<file path="src/rtl/control_sequencer.sv">
// Micro-sequencer for the NSC-8 datapath: a five-state T-counter that Moore-decodes
// the bus-source enables and register load strobes, with free-run, single-step and HLT.
module control_sequencer #(
  parameter int N = 8
) (
  input  logic         clk,
  input  logic         reset,
  input  logic [N-1:0] instr,
  input  logic         run,
  input  logic         step,
  output logic         pc_out,
  output logic         ram_out,
  output logic         ir_out,
  output logic         a_out,
  output logic         alu_out,
  output logic         pc_inc,
  output logic         mar_load,
  output logic         ir_load,
  output logic         load_a,
  output logic         load_b,
  output logic         load_immediate_b,
  output logic         out_load,
  output logic         alu_sub,
  output logic         halted,
  output logic [2:0]   t_state
);

  typedef enum logic [2:0] {
    T0 = 3'd0,
    T1 = 3'd1,
    T2 = 3'd2,
    T3 = 3'd3,
    T4 = 3'd4
  } state_t;

  typedef enum logic [3:0] {
    OP_NOP  = 4'h0,
    OP_LDA  = 4'h1,
    OP_LDB  = 4'h2,
    OP_LDIB = 4'h3,
    OP_ADD  = 4'h4,
    OP_SUB  = 4'h5,
    OP_OUT  = 4'h6,
    OP_HLT  = 4'hF
  } opcode_t;

  state_t     state, next_state;
  logic       halt_q, halt_next;
  logic       pending, pending_next;
  logic       step_prev;
  logic       step_edge;
  logic       advance;
  logic [3:0] opcode;
  logic       unused_operand;

  assign opcode         = instr[N-1:N/2];
  assign unused_operand = ^instr[N/2-1:0];
  assign step_edge      = step & ~step_prev;
  assign advance        = (state == T0) && (run || pending) && !halt_q;

  // NOTE: synchronous reset clears every state bit; all sequential updates use <=.
  always_ff @(posedge clk) begin
    if (reset) begin
      state     <= T0;
      halt_q    <= 1'b0;
      pending   <= 1'b0;
      step_prev <= 1'b0;
    end else begin
      state     <= next_state;
      halt_q    <= halt_next;
      pending   <= pending_next;
      step_prev <= step;
    end
  end

  // NOTE: every always_comb output gets a default first so no latch is inferred.
  always_comb begin
    next_state = state;
    halt_next  = halt_q;
    if (!halt_q) begin
      case (state)
        T0: if (advance) next_state = T1;
        T1: next_state = T2;
        T2: begin
          if (opcode == OP_HLT) halt_next = 1'b1;
          else                  next_state = T3;
        end
        T3: next_state = T4;
        default: next_state = T0;
      endcase
    end
  end

  // A single request is remembered; a new edge in the consuming cycle survives it.
  always_comb begin
    pending_next = pending;
    if (run || halt_q)  pending_next = 1'b0;
    else if (step_edge) pending_next = 1'b1;
    else if (advance)   pending_next = 1'b0;
  end

  always_comb begin
    pc_out           = 1'b0;
    ram_out          = 1'b0;
    ir_out           = 1'b0;
    a_out            = 1'b0;
    alu_out          = 1'b0;
    pc_inc           = 1'b0;
    mar_load         = 1'b0;
    ir_load          = 1'b0;
    load_a           = 1'b0;
    load_b           = 1'b0;
    load_immediate_b = 1'b0;
    out_load         = 1'b0;
    alu_sub          = 1'b0;
    halted           = halt_q;
    if (!halt_q) begin
      case (state)
        T0: begin
          pc_out   = 1'b1;
          mar_load = 1'b1;
        end
        T1: begin
          ram_out = 1'b1;
          ir_load = 1'b1;
          pc_inc  = 1'b1;
        end
        T2: begin
          case (opcode)
            OP_LDA, OP_LDB: begin
              ir_out   = 1'b1;
              mar_load = 1'b1;
            end
            OP_LDIB: begin
              ir_out           = 1'b1;
              load_immediate_b = 1'b1;
            end
            OP_ADD: begin
              alu_out = 1'b1;
              load_a  = 1'b1;
            end
            OP_SUB: begin
              alu_out = 1'b1;
              alu_sub = 1'b1;
              load_a  = 1'b1;
            end
            OP_OUT: begin
              a_out    = 1'b1;
              out_load = 1'b1;
            end
            default: ;
          endcase
        end
        T3: begin
          if (opcode == OP_LDA) begin
            ram_out = 1'b1;
            load_a  = 1'b1;
          end else if (opcode == OP_LDB) begin
            ram_out = 1'b1;
            load_b  = 1'b1;
          end
        end
        default: ;
      endcase
    end
  end

  assign t_state = state;

endmodule
</file>
<file path="config.mk">
export PLATFORM = sky130hd
export DESIGN_NAME = control_sequencer
export DESIGN_NICKNAME = d
export VERILOG_FILES = /design/src/rtl/control_sequencer.sv
export SDC_FILE = /design/constraint.sdc
export NUM_CORES = 1
export LEC_CHECK = 0
export ABC_AREA = 1
export CAP_MARGIN = 15
export CORE_MARGIN = 5
export CORE_UTILIZATION = 35
export DETAILED_ROUTE_END_ITERATION = 7
export PLACE_DENSITY_LB_ADDON = 0.15
export SLEW_MARGIN = 15
export SYNTH_ARGS = -nofsm -noshare
export SYNTH_HDL_FRONTEND = slang
export SYNTH_SLANG_ARGS = --single-unit
</file>
<file path="constraint.sdc">
create_clock -name clk -period 2 [get_ports clk]
set_clock_uncertainty 0.2 [all_clocks]
set_input_delay 0.6 -clock clk [delete_from_list [all_inputs] [get_ports clk]]
set_output_delay 0.6 -clock clk [all_outputs]
set_load 0.02 [all_outputs]
</file>
# Yosys cells after proc, flatten, opt, wreduce, memory -nomap -nowiden
# Cells that the tools add are included.
# totals
input_bits	12
ff_bits	6
output_inout_bits	17
# classes
bitwise	3
eq_ne	12
muxes	40
n_reduce_logical	12
# ops
op	n
2-to-1 mux 1 bit	34
== test 4 x 3 -> 1 bit, second input constant	3
one-hot mux 3 bit (4 select lines)	1
== test 4 x 2 -> 1 bit, second input constant	2
== test 3 x 2 -> 1 bit, second input constant	2
2-to-1 mux 3 bit	2
one-hot mux 1 bit (2 select lines)	3
OR reduction 2 bit	3
== test 4 x 1 -> 1 bit, second input constant	1
== test 4 bit, second input constant	1
inequality test 2 bit, second input constant	2
== test 3 x 1 -> 1 bit, second input constant	1
zero test 3 bit	1
AND reduction 3 bit	1
OR reduction 3 bit	1
logical AND 1 bit	2
logical OR 1 bit	2
inverter 1 bit	2
nonzero test 2 bit	1
bitwise AND 1 bit	1
zero test 1 bit	1

# Depth between registers and ports, before layout
# Gate-level depths: netlist (run 1).
# logic_depth
depth_word	5
mapped_depth	8

# Worst setup path before layout (run 1)
# Ideal clock, no wire load.
# synth_timing
path_kind	register to output
startpoint	register state[0], in the netlist t_state[0]
endpoint	output out_load
path_buffers	1
required_ps	1200
slack_ps	-394
stages_incl_launch_ff	7
arrival_time_ps	1594
path_cell_list	dfxtp_1 nor2_4 nand2_2 nor2_4 nand3_1 nor3_1 buf_4
# synth_via
elab_chain_cells	3
# synth_rtl
item	line	rtl
from (decl)	47	state_t state, next_state;
from (signal assigned)	69	state <= next_state;
== test 3 x 2 -> 1 bit	n/a	
2-to-1 mux 1 bit (2 in a row)	n/a	
to (decl)	22	output logic out_load,
# Every way passes these cells.

# Final worst setup path (run 1)
# layout_timing
startpoint	input instr[6]
endpoint	output ram_out
# layout_via
elab_chain_cells	5
# layout_rtl
item	line	rtl
from (decl)	8	input logic [N-1:0] instr,
== test 4 x 2 -> 1 bit	158	end else if (opcode == OP_LDB) begin
2-to-1 mux 1 bit	158	
2-to-1 mux 1 bit (*)	155	if (opcode == OP_LDA) begin
one-hot mux 1 bit (2 select lines) (*)	118	case (state)
2-to-1 mux 1 bit (*)	117	if (!halt_q) begin
to (decl)	12	output logic ram_out,
# Mark *: on every way between the ends. The rest lies on a longest branch, timed or not.

==> reports/results.txt, run 1 <==
Across all layers, the routed design uses 595 vias. In this run the worst path has a maximum fanout of 3. The logs give 0 for the aggregate global routing overflow and -173 ps for the setup slack of the critical path after layout.

The tools report the critical path startpoint category as an input port. Proportion of layout cells with a drive suffix above 1: 0.643. Yosys printed 0 warnings. The number of max-capacitance violations reported was 0; the share of synthesized area occupied by flip-flops and latches was 0.261. The root buffer cell chosen for the clock tree is clkbuf_4.

For the cell area after technology mapping, the log shows 460 sq um. The HPWL after detailed placement is 1070 microns. The worst voltage drop across the vdd grid came out at 558 uV. The normalized max-slew margin is 0.861. The final-report hold violation count was 0.

During I/O placement, the number of pins put on the boundary was 29. For the pin with the worst max-slew slack, the measured transition is 209 ps. Global-route wire length before repair: 2410 microns. The cell family contributing the most delay on the critical path is simple AND/OR/NAND/NOR gates. The run gives 126 as the number of nets at the end of the flow. Clock-pin slew was measured on the worst setup and hold paths at 40 ps. The footprint of the multi-input gates came out at 372 sq um. The power density normalized to cell area works out to 777 nW/um^2. Setup violations remaining at the end of the flow were counted as 12. Final cycle utilization of the critical path: 1.09. Once placement completed, the tool counted placed cells totaling 122.

The combinational share of power is 0.626. Register share of total power: 0.213. Data on the critical path is required at its endpoint by 1200 ps. TritonCTS built the clock tree. The total routing resource utilization after global routing was 0.162.

The cell with the largest stage delay on the worst path was and2_4. The total clock buffers created by CTS is 3, and the global placement routability congestion is 0.849. The initial antenna violation count came out at 0.

Type of the tightest min-delay check: reg -> reg. The effective utilization at floorplan was 0.363; the count of input and output buffers was 24. Setup repair after global routing could not meet its margin everywhere. Cell internal power was estimated by the tool at 0.000415 W.

The final reports fail on setup timing. The final critical path time including I/O delays and setup is 2170 ps. The finished layout holds 127 standard cells, fillers aside. After detailed routing, the total wire length is 1480 microns.

0 antenna diodes ended up in the layout. The critical path is of the in -> out type. The tools report the final standard cell area without fillers as 926 sq um.

The maximum number of pins on one net before global-route repair is 8, and the number of library cell types mapped by synthesis is 22. Fill cells in the final layout number 117. Adding up every negative setup slack in the final design gives -1150 ps. In this run the cell area measured after placement is 841 sq um.

The average cell area after synthesis was 6.49 sq um; the number of search-and-repair iterations in the first detailed-routing pass was 4. The die covers 2140 sq um. The run gives 570 as the number of global-route vias before repair.

The insertion delay to the later sink of the worst-skew pair was 250 ps; the area added between synthesis and finish was 101%. In this run the deepest clock path goes through 2 buffers. After detailed routing, the number of remaining DRC violations is 0.

In this run, synthesis produced a sequential element count of 6. Count of buffer and inverter cells on the critical path: 2. The max-slew violation count is 0, and the number of nets in the synthesized netlist is 83. The worst path arrival time is 1370 ps. Dividing the detail-routed wire length by the instance count gives 11.7 microns. The largest single stage delay on the critical path is 190 ps.

The total area inside the core boundary comes to 1270 sq um. Walking the worst path, the cells encountered are buf_6 > nor2_4 > nand3_2 > and2_4 > o22ai_4 > buf_6. Measured along the x axis, the die boundary spans 46.3 microns. The run gives 0.457 nW as the leakage dissipation. STA classifies the critical path endpoint as an output port. For the clock network fraction of design power, the log shows 0.161. The floorplan has 13 rows. The flow ran to the end, but the final reports show violations. The proportion of total power due to net switching came out at 0.424. For the utilization after layout, the log shows 0.730. Summed over all nets, the switching power comes to 0.000305 W. The clock drives 6 sinks. Among the stages of the critical path, the cell type that occurs most often is buf_6. In the routed layout, each cell is associated on average with a via count of 4.69. The floorplan step set the die height to 46.3 microns. The number of H-tree levels is 1, and the number of nets with antenna violations after routing is 0. In the synthesized netlist, the number of instances is 71.

The first routing iteration left 7 violations. Derived from the worst setup path, the maximum achievable clock frequency is 460 MHz. The run gives 124 sq um as the sequential standard cell area.
[synth_stat cells, drive strengths merged]
| master | count | area, sq um |
|---|---|---|
| o22ai | 2 | 12.5 |
| nand2 | 15 | 61.3 |
| or2 | 1 | 6.26 |
| and2 | 1 | 6.26 |
| a211oi | 1 | 12.5 |
| nand3 | 6 | 35.0 |
| a21oi | 3 | 15.0 |
| nand4 | 1 | 12.5 |
| dfxtp | 6 | 120 |
| nor2 | 17 | 86.3 |
| nor3 | 2 | 15.0 |
| inv | 11 | 41.3 |
| o21ai | 2 | 10.0 |
| buf | 3 | 26.3 |
[final timing paths]
check                             endpoint  slack [ps]       start  cells after the start
worst max-delay path               ram_out        -170    instr[6]                      6
worst min register to register     pending         280   step_prev                      2
worst max register to register  t_state[2]         610  t_state[0]                      6
worst min-delay path               pending         280   step_prev                      2
[state kept, by name, summed over array words and instances, names as in the netlist]
signal / count
pending: 1
step_prev: 1
t_state: 3
halted: 1
[cell families after synthesis]
kind of cell / count (synthesis) / share of synthesized area
AO/OA/AOI/OAI: 8 / 0.109
buffers and inverters: 14 / 0.147
AND/OR/NAND/NOR: 43 / 0.484
flip-flops: 6 / 0.261
[stage by stage]
step	worst slack, ps	hold WS, ps	power [W]
after floorplan	-47.3	245	0.000372
after global placement	-973	262	0.000560
after detailed placement	-1010	273	0.000565
after CTS	-181	281	0.000676
after global routing	-239	300	0.000768
final	-173	282	0.000719
[cells in the final DEF (no fill, tap or decap)]
| cell | netlist | layout |
|---|---|---|
| and2_4 | 0 | 1 |
| a21oi_1 | 3 | 3 |
| dfxtp_2 | 0 | 3 |
| nand3_2 | 1 | 4 |
| nand2_4 | 0 | 1 |
| nor3_2 | 1 | 1 |
| nor2_4 | 2 | 4 |
| nor2_1 | 12 | 8 |
| o21ai_1 | 1 | 1 |
| buf_8 | 0 | 1 |
| o21ai_0 | 1 | 1 |
| nor2_2 | 3 | 5 |
| a211oi_2 | 1 | 1 |
| or2_2 | 1 | 1 |
| nand2_2 | 2 | 3 |
| nand3_4 | 0 | 1 |
| clkdlybuf4s50_1 | 0 | 3 |
| clkbuf_4 | 0 | 3 |
| inv_2 | 2 | 5 |
| buf_2 | 0 | 4 |
| inv_1 | 9 | 6 |
| nand4_2 | 1 | 1 |
| dfxtp_1 | 6 | 3 |
| buf_4 | 2 | 20 |
| dlygate4sd2_1 | 0 | 3 |
| nand2_1 | 13 | 11 |
| nor3_4 | 0 | 1 |
| buf_6 | 1 | 9 |
| o22ai_4 | 0 | 2 |
| nand3_1 | 5 | 1 |
| clkbuf_2 | 0 | 1 |
[worst min-delay path, stage by stage, from the launching register on]
cell	delay [ps]
dfxtp_1	290
or2_2	90
a21oi_1	50
[power by group through the flow]
stage	logic [W]	clock network [W]	registers, W
CTS	0.000406	0.000117	0.000153
floorplan	0.000201	0	0.000171
global placement	0.000405	0	0.000155
detailed placement	0.000410	0	0.000155
global route	0.000484	0.000129	0.000154
finish	0.000451	0.000116	0.000153
[timing repair]
action / in CTS / in global routing
endpoints found under the hold margin: 0 / 0
endpoints found under the setup margin: 17 / 14
gates resized for setup: 105 / 10
hold buffers: 0 / 0
pin swaps: 10 / 8
buffers inserted: 2 / 0
[cell type report]
class	instances	area share
Timing Repair Buffer	41	0.376
Multi-Input combinational cell	51	0.401
Clock buffer	3	0.0243
Inverter	11	0.0446
Sequential cell	6	0.134
Tap cell	15	0.0203
[metal layers]
layer,GRT usage,up-vias,wire length [microns]
met3,0.0508,2,121
met1,0.171,265,563
met4,0.0795,0,12
met5,0,-,0
li1,-,310,-
met2,0.286,18,784
No activity file was read; power rests on OpenSTA's default activity.
==> run 2, diff against run 1 <==
- CORE_UTILIZATION: 35 -> 32
- HOLD_SLACK_MARGIN: default -> 0.08
==> run 2 against run 1 <==
  * The flow still finishes with violations (setup timing)
  * Sequential power barely moved
  * Core utilization is 4.2 points lower
  * Sequential share of layout area increased by 0.40 points
  * Worst hold slack lost 15 ps
  * Cell count fell by 0.79%
  * Clock power is essentially flat
  * Total power decreased by 3.0%
  * Count of clock-buffer cells in the layout stayed put
  * Wire length fell by 5.9%
  * First-iteration DRC count is 57% lower
  * Non-clock buffer count fell by 1
  * Combinational power shrank 4.9%
==> reports/results.txt, run 2 (synthesis gave the netlist of run 1 again) <==
Kind of end point of the critical path: an output port. Walking the worst path, the cells encountered are nor2_4 > nand2_2 > nor2_4 > nand3_2 > nor3_4 > buf_6. The final cycle utilization of the critical path was 1.07. By startpoint and endpoint, the worst setup path is classified as reg -> out. The min-delay analysis places its worst path in the category reg -> reg. For this design the ratio of total power to cell area is 761 nW/um^2. The die covers 2300 sq um. Broken down by cell family, the worst path's largest delay share belongs to simple AND/OR/NAND/NOR gates. The stage delay of the slowest cell on the critical path is 340 ps, and the number of nets at the end of the flow is 125. VDD sags by at most 361 uV. Leaving out fill and tap cells, the most frequent cells in the layout are buf_4 (21), nand2_1 (11), nor2_1 (9), buf_6 (8), inv_1 (6). Setup violations remaining at the end of the flow were counted as 12.

Compared with the post-synthesis result, the final layout area differs by 99.2%. The HPWL after detailed placement is 1080 microns. The count of buffer and inverter cells on the critical path is 1. Leaving out fill and tap cells, the most frequent cell in the layout is buf_4.

Entering global routing, the biggest net connects 8 pins. The tools report the top-level port count as 29. The most numerous cell type found on the critical path is nor2_4. Max-cap violations in this run came to 0. In the final timing run, aggregate negative setup slack is -1070 ps.

The run gives -145 ps as the setup slack of the critical path after layout. Summed over all layers, the routed wires come to 1400 microns. The run gives 1 as the number of H-tree levels. Dividing the detail-routed wire length by the instance count gives 11.1 microns.

Routability-driven placement finished with a final weighted congestion of 0.759. For the worst-skew pair, the clock arrives at the later sink with an insertion delay of 250 ps. Terminus of the critical flop-to-flop path: t_state[2]. Fill cells in the final layout number 111. The worst hold path was traced through 2 stages.

After detailed routing, the number of remaining DRC violations is 0. Once placement completed, the tool counted placed cells totaling 120. The tools report the number of nets with antenna violations after routing as 0. The tightest hold margin is 267 ps, and the normalized max-slew margin is 0.860. The run finished, with violations left. The proportion of layout cells with a drive suffix above 1 came out at 0.631. The number of global-route vias before repair was 539; the post-detailed-route via-to-cell ratio was 4.48.

In this run the critical register-to-register path is launched from t_state[0]. Buffers placed on the I/O ports in this run total 24. Counting the buffers created by CTS gives 3.

Largest fanout of any net on the critical path: 3. The deepest clock path buffer count was 2; the worst path arrival time was 1350 ps. The global-route wire length before repair came out at 2350 microns.

The height of the die works out to 47.9 microns. The detailed router placed 564 vias in this run. The critical path startpoint category was a flop. In this run the standard cell core region covers 1330 sq um. The cell with the largest stage delay on the worst path was dfxtp_4. The run gives 2 as the number of search-and-repair iterations in the first detailed-routing pass. The tree is rooted in a clkbuf_4. The overall die width was 47.9 microns; the count of non-filler cells in the finished layout was 126.

The tools report the max-slew violation count as 0. TritonCTS built the clock tree. The tree built by TritonCTS fans out to 6 sinks. The effective utilization at floorplan was 0.345. After clock tree synthesis, the clock-pin slew on the worst setup and hold paths is 40 ps.

At the pin with the least slew margin, the transition time is 210 ps. The checks that failed: setup timing. STA puts the critical path data required time at 1200 ps.

The total routing resource utilization after global routing came out at 0.143. The flip-flop count of the largest register, all copies and words added was 3; the iteration-0 DRC count of the detailed router was 3. The count of inserted antenna diode cells was 0.

The final standard cell area without fillers is 917 sq um. In this run the register-to-register setup slack is 580 ps. Based on the critical path, the design can be clocked at up to 466 MHz. In this run the most critical hold path is launched from pending. The run gives 0.454 nW as the leakage dissipation.

The run gives 0 as the final-report hold violation count. Once placement finished, the instance area stood at 826 sq um. The path depth of the worst reg2reg path came out at 7.

The final critical path time including I/O delays and setup is 2150 ps. The initial antenna violation count is 0. For the aggregate global routing overflow, the log shows 0. The worst hold path terminates at pending.

Setup repair after global routing could not meet its margin everywhere. The floorplan has 13 rows. Hold repair after CTS inserted 0 buffers.
-- run 2: cell count changes in the layout (fill, tap and decap cells not counted), sizes merged --
cell | before | now
buf | 34 | 32
clkdlybuf4s15 | 0 | 1
-- run 2: what timing repair did --
item	CTS	global route
cloned	0	0
resized for setup	105	12
pin swaps	8	8
endpoints found under the setup margin	17	14
endpoints found under the hold margin	0	0
buffers inserted	1	2
-- run 2: how the worst max path moves through the flow --
| stage | start | endpoint | slack (ps) | cells past startpoint |
|---|---|---|---|---|
| 4_1_cts | t_state[0] | a_out | -200 | 6 |
| 3_3_place_gp | instr[4] | ram_out | -1050 | 6 |
| 6_report | t_state[0] | a_out | -150 | 6 |
| 3_5_place_dp | instr[4] | ram_out | -1040 | 6 |
| 2_1_floorplan | t_state[0] | out_load | -50 | 6 |
| 5_1_grt | t_state[0] | out_load | -240 | 6 |
-- run 2: area by class of cell --
class / instances / area, sq um / area share
Clock buffer: 3 / 22.5 / 0.0246
Inverter: 11 / 43.8 / 0.0477
Timing Repair Buffer: 40 / 357 / 0.389
Tap cell: 15 / 18.8 / 0.0205
Sequential cell: 6 / 126 / 0.138
Multi-Input combinational cell: 51 / 349 / 0.381
-- run 2: where the power goes --
group,internal [W],total (W),switching [W]
Sequential,0.000138,0.000151,0.0000129
Combinational,0.000203,0.000429,0.000227
Clock,0.0000683,0.000118,0.0000493
-- run 2: through the flow --
step / utilization / worst slack, ps / power, W
final: 0.688 / -145 / 0.000698
after global routing: 0.688 / -245 / 0.000742
after CTS: 0.655 / -200 / 0.000677
after detailed placement: 0.619 / -1040 / 0.000553
after global placement: 0.619 / -1050 / 0.000552
after floorplan: - / -47.3 / 0.000372
-- run 2: per-layer routing --
layer | part of all wire | GRT usage
met1 | 0.46 | 0.181
met2 | 0.43 | 0.230
met3 | 0.097 | 0.0301
met4 | 0.014 | 0.0645
met5 | 0 | 0
-- run 2: worst reg2reg max path, stage by stage, from the launching register on --
cell and delay, ps:
dfxtp_4 350, buf_4 110, inv_2 30, nor2_2 120, nand3_2 140, buf_4 170, buf_4 120, a21oi_1 120
==> RTL change 1 (config.mk and constraints of run 2) <==
Add an input register stage for `instr`, `run` and `step`, cleared by the reset; this delays them by one clock.
--- a/src/rtl/control_sequencer.sv
+++ b/src/rtl/control_sequencer.sv
@@ -45,4 +45,20 @@
   } opcode_t;
 
+  logic [N-1:0] instr_q;
+  logic run_q;
+  logic step_q;
+
+  always_ff @(posedge clk) begin
+    if (reset) begin
+      instr_q <= '0;
+      run_q   <= '0;
+      step_q  <= '0;
+    end else begin
+      instr_q <= instr;
+      run_q   <= run;
+      step_q  <= step;
+    end
+  end
+
   state_t     state, next_state;
   logic       halt_q, halt_next;
@@ -54,8 +70,8 @@
   logic       unused_operand;
 
-  assign opcode         = instr[N-1:N/2];
-  assign unused_operand = ^instr[N/2-1:0];
-  assign step_edge      = step & ~step_prev;
-  assign advance        = (state == T0) && (run || pending) && !halt_q;
+  assign opcode         = instr_q[N-1:N/2];
+  assign unused_operand = ^instr_q[N/2-1:0];
+  assign step_edge      = step_q & ~step_prev;
+  assign advance        = (state == T0) && (run_q || pending) && !halt_q;
 
   // NOTE: synchronous reset clears every state bit; all sequential updates use <=.
@@ -70,5 +86,5 @@
       halt_q    <= halt_next;
       pending   <= pending_next;
-      step_prev <= step;
+      step_prev <= step_q;
     end
   end
@@ -95,5 +111,5 @@
   always_comb begin
     pending_next = pending;
-    if (run || halt_q)  pending_next = 1'b0;
+    if (run_q || halt_q)  pending_next = 1'b0;
     else if (step_edge) pending_next = 1'b1;
     else if (advance)   pending_next = 1'b0;
Function: changed (Yosys sat finds a counterexample within 4 cycles, from zero or initial values and one cycle with reset high).
==> RTL change 1 against run 2 <==
  * The run still ends with negative setup slack left
  * Power is 110% higher
  * Setup slack worse by 0.045 ns
  * First-iteration DRC count grew to 3.7 times the old value
  * Global-route usage is 0.99 points lower
  * Critical path depth is 2 higher
  * Die area is 29% higher
  * Non-clock buffer count is 13 higher
  * Design area is 38% higher
  * Sequential cell count is 6 higher
  * Area after synthesis is 38% higher
  * Wire length is 30% higher
  * Critical endpoint is now out_load
  * Largest cell class unchanged
  * Largest power group unchanged
==> RTL change 1: results <==
[status]
violations = "negative setup slack"
status = "finished, violations left"

[placement]
pre_cts_ws_ns = -0.374
gp_congestion = 0.797

[cells_and_area]
nets = 156
drive_gt1_share_pct = 60.1
largest_reg_flops = 4
fillers = 170

[grt]
grt_util_met2_pct = 23.1
grtUsageMet3_pct = 1.91
grt_pass1_vias = 700
grtUsageTotal_pct = 13.3

[hold_path]
whs_endpoint = "step_prev"
min_from = "step_q"

[sta]
worst_slack_ns = -0.190
relSlewSlack_pct = 85.6
setup_viol = 10
tns_ns = -1.22

[setup_path]
rrSetupSlack_ns = 0.52
slowest_delay_ns = 0.36
worst_ep_arrival_time_ns = 1.39
r2r-end = "t_state[1]"
crit_fanout = 4

[route]
via_per_inst = 4.39
met1_length_microns = 755
routed-wl-met2_microns = 945
wl_met3_microns = 69

[power]
p_clk_share_pct = 10.3
switching_share_pct = 40.9
ir_worst_vdd_mv = 0.736
p_seq_uw = 318

[synthesis]
synth_common_cells = "nor2_1 (17), inv_1 (15), dfxtp_1 (12)"
synth_area_leaders = "dfxtp_1 (38%), nor2_1 (10%), inv_1 (8.9%)"
synth_seq_area_share_pct = 37.9
synth.distinct_cells = 24

[clock_network]
clkTransAtPathRegs_ns = 0.07
clock_latency_ns = 0.27
==> RTL change 1: cell families after synthesis <==
kind of cell,synth area share [%]
buffers and inverters,13.8
and+or+nand+nor,39.3
AOI/OAI and AO/OA,9.07
DFF,37.9
==> RTL change 1: stage by stage <==
stage	instances	cell area [sq um]	util, %	power (mW)	hold slack [ns]
6_report	170	1270	65.9	1.46	0.232
5_1_grt	170	1270	65.9	1.57	0.258
4_1_cts	166	1140	59.3	1.25	0.232
3_5_place_dp	159	1070	55.8	1.04	0.221
3_3_place_gp	159	1070	55.8	1.03	0.214
2_1_floorplan	89	657	-	0.682	0.202
==> RTL change 1: worst max path at each step <==
stage,from,to,slack (ns),cells after the start
CTS,t_state[0],out_load,-0.19,8
detailed placement,t_state[0],out_load,-0.37,8
global route,t_state[0],out_load,-0.27,8
finish,t_state[0],out_load,-0.19,8
global placement,t_state[0],a_out,-0.35,8
floorplan,t_state[0],out_load,-0.05,8
==> RTL change 1: tightest hold or removal path, delay by kind of cell, from the launching register on <==
family / cells / cell delay (ns)
DFF: 1 / 0.30
buffers and inverters: 1 / 0.06
and+or+nand+nor: 1 / 0.04
==> RTL change 1: what timing repair did <==
| item | in CTS | in global routing |
|---|---|---|
| hold endpoints to repair | 0 | 0 |
| pin swaps | 3 | 7 |
| endpoints found under the setup margin | 17 | 14 |
| hold buffers | 0 | 0 |
| buffers inserted | 3 | 4 |
| cloned | 0 | 0 |
| gates resized for setup | 88 | 28 |
==> RTL change 1: area by class of cell <==
cell class	instances	area share, %
inverters	18	6.13
clock buffers	4	2.08
multi-input cells	56	33.5
repair buffers	53	35.9
well taps	27	2.67
flip-flops and latches	12	19.8
==> RTL change 2 (flow settings as in run 2) <==
Made on the original files. Reset style: asynchronous (`reset`), changed in one clocked block. Comments in the files are not updated.
--- a/src/rtl/control_sequencer.sv
+++ b/src/rtl/control_sequencer.sv
@@ -60,5 +60,5 @@
 
   // NOTE: synchronous reset clears every state bit; all sequential updates use <=.
-  always_ff @(posedge clk) begin
+  always_ff @(posedge clk or posedge reset) begin
     if (reset) begin
       state     <= T0;
Function: differs if reset is asserted again (counterexample within 4 cycles, from zero or initial values and one cycle with reset high); with reset held inactive, the same outputs for 10 cycles.
==> RTL change 2 against run 2 <==
  * The flow still finishes with violations (negative setup slack)
  * Via count grew 5.3%
  * Wire length grew 3.4%
  * Design area shrank 1.9%
  * Cell count grew 1.6%
  * Sequential cell count did not move
  * Setup slack lost 0.044 ns
  * Fmax is 2.0% lower
  * Synthesized cell count is 1.4% lower
  * Area after synthesis increased by 4.9%
  * Largest cell class unchanged
  * Highest routed layer unchanged
Power is not compared: it rests on default switching activity, and its combinational part moved more than twofold at a synthesized area within 25%.
==> RTL change 2: results <==
[status]
status = "finished, violations left"
violations = "negative setup slack"

[grt]
grt_pass1_vias = 540
antenna_found_initial = 0
grt_max_degree = 7
grtUsageTotal_pct = 12.2
grt_pass1_wl_microns = 2380

[clock_network]
numCtsBuffers = 3
cts_max_level = 1
root_buffer = "clkbuf_4"
clockBufferDepth = 2
clock_latency_ns = 0.25
clkTransAtPathRegs_ns = 0.05

[sta]
worst_slack_ns = -0.190
setup_viol = 13
relSlewSlack_pct = 83.4

[setup_path]
rrSetupSlack_ns = 0.48
crit_fanout = 3

[cells_and_area]
largest_reg_flops = 3
diodes = 0
nets = 125
drive_gt1_share_pct = 58.9

[power]
ir_worst_vdd_mv = 0.361
p_leak_nw = 0.457
power.switching_uw = 69.4

[placement]
gp_congestion = 0.739
io_buffer_count = 24
dp_hpwl_microns = 1120
dpl_cell_area_sq_um = 837

[synthesis]
synth_nets = 82
synth_common_cells = "nand2_1 (18), inv_1 (10), nor2_1 (9)"
synth_area_leaders = "dfrtp_1 (31%), nand2_1 (14%), inv_1 (7.8%)"
synth_seq_area_share_pct = 31.1
yosys_most_used_dff = "dfrtp_1"
synth.distinct_cells = 19
async_reset_ff_share_pct = 100
synth_warnings = 0

[route]
drtIter0Drc = 13
vias = 594
wl_per_cell_microns = 11.3
dr.pass1.iters = 4

[hold_path]
hold_path.class = "register to register"
[RTL change 2: cell count changes after synthesis, moves of 2 or more]
cell	run 2	this run
nor2_1	12	9
o22ai_1	2	0
dfrtp_1	0	6
nor2_2	3	0
nand2_1	13	18
dfxtp_1	6	0
inv_2	2	0
nand2_4	0	2
a21oi_1	3	1
nand4_1	0	2
[RTL change 2: cells by family after synthesis]
| logic type | Yosys count | share of synthesized area, % |
|---|---|---|
| compound gates | 6 | 6.99 |
| simple gates | 45 | 48.7 |
| buf+inv | 13 | 13.2 |
| flops | 6 | 31.1 |
[RTL change 2: worst paths after layout]
check                            from          to  cells past startpoint
min                         step_prev     pending                      3
min in group asynchronous       reset   step_prev                      2
max reg2reg                t_state[2]  t_state[1]                      9
max                          instr[6]    out_load                      6
min reg2reg                 step_prev     pending                      3
max in group asynchronous       reset  t_state[2]                      2
[RTL change 2: per-layer routing]
layer | vias up | wire length [microns] | global-route usage, %
li1 | 305 | - | -
met1 | 262 | 665 | 17.9
met2 | 25 | 619 | 16.3
met3 | 2 | 140 | 6.12
met4 | 0 | 17 | 1.35
met5 | - | 0 | 0
[RTL change 2: metrics by stage]
stage	cells	TNS, ns	power (mW)	hold slack, ns	setup slack (ns)
2_1_floorplan	70	-0.385	0.135	0.191	-0.135
3_5_place_dp	120	-11.12	0.160	0.286	-1.12
3_3_place_gp	120	-10.81	0.159	0.282	-1.06
6_report	128	-1.81	0.287	0.287	-0.190
4_1_cts	126	-1.89	0.294	0.294	-0.233
5_1_grt	128	-2.98	0.304	0.321	-0.280
[RTL change 2: worst max-delay path, cell delays in order]
cell	delay (ns)
buf_6	0.09
inv_2	0.04
nor3_4	0.22
nand2_2	0.09
nor3_4	0.21
buf_6	0.15
[RTL change 2: area by class of cell]
type | count | area, sq um
Clock buffer | 4 | 26.3
Multi-Input combinational cell | 51 | 319
Timing Repair Buffer | 41 | 342
Fill cell | 149 | 572
Sequential cell | 6 | 155
Inverter | 10 | 37.5
Tap cell | 16 | 20.0
[RTL change 2: what timing repair did]
action / 4_1_cts / 5_1_grt
pin swaps: 7 / 2
endpoints found under the setup margin: 17 / 14
resized for setup: 103 / 8
gates cloned: 0 / 0
buffers inserted: 2 / 2
[RTL change 2: power by group through the flow]
stage	Clock, mW	Combinational [mW]	Sequential (mW)
final	0.125	0.0389	0.123
after global routing	0.139	0.0423	0.123
after CTS	0.132	0.0390	0.123
after detailed placement	0	0.0348	0.125
after global placement	0	0.0344	0.125
after floorplan	0	0.0104	0.125
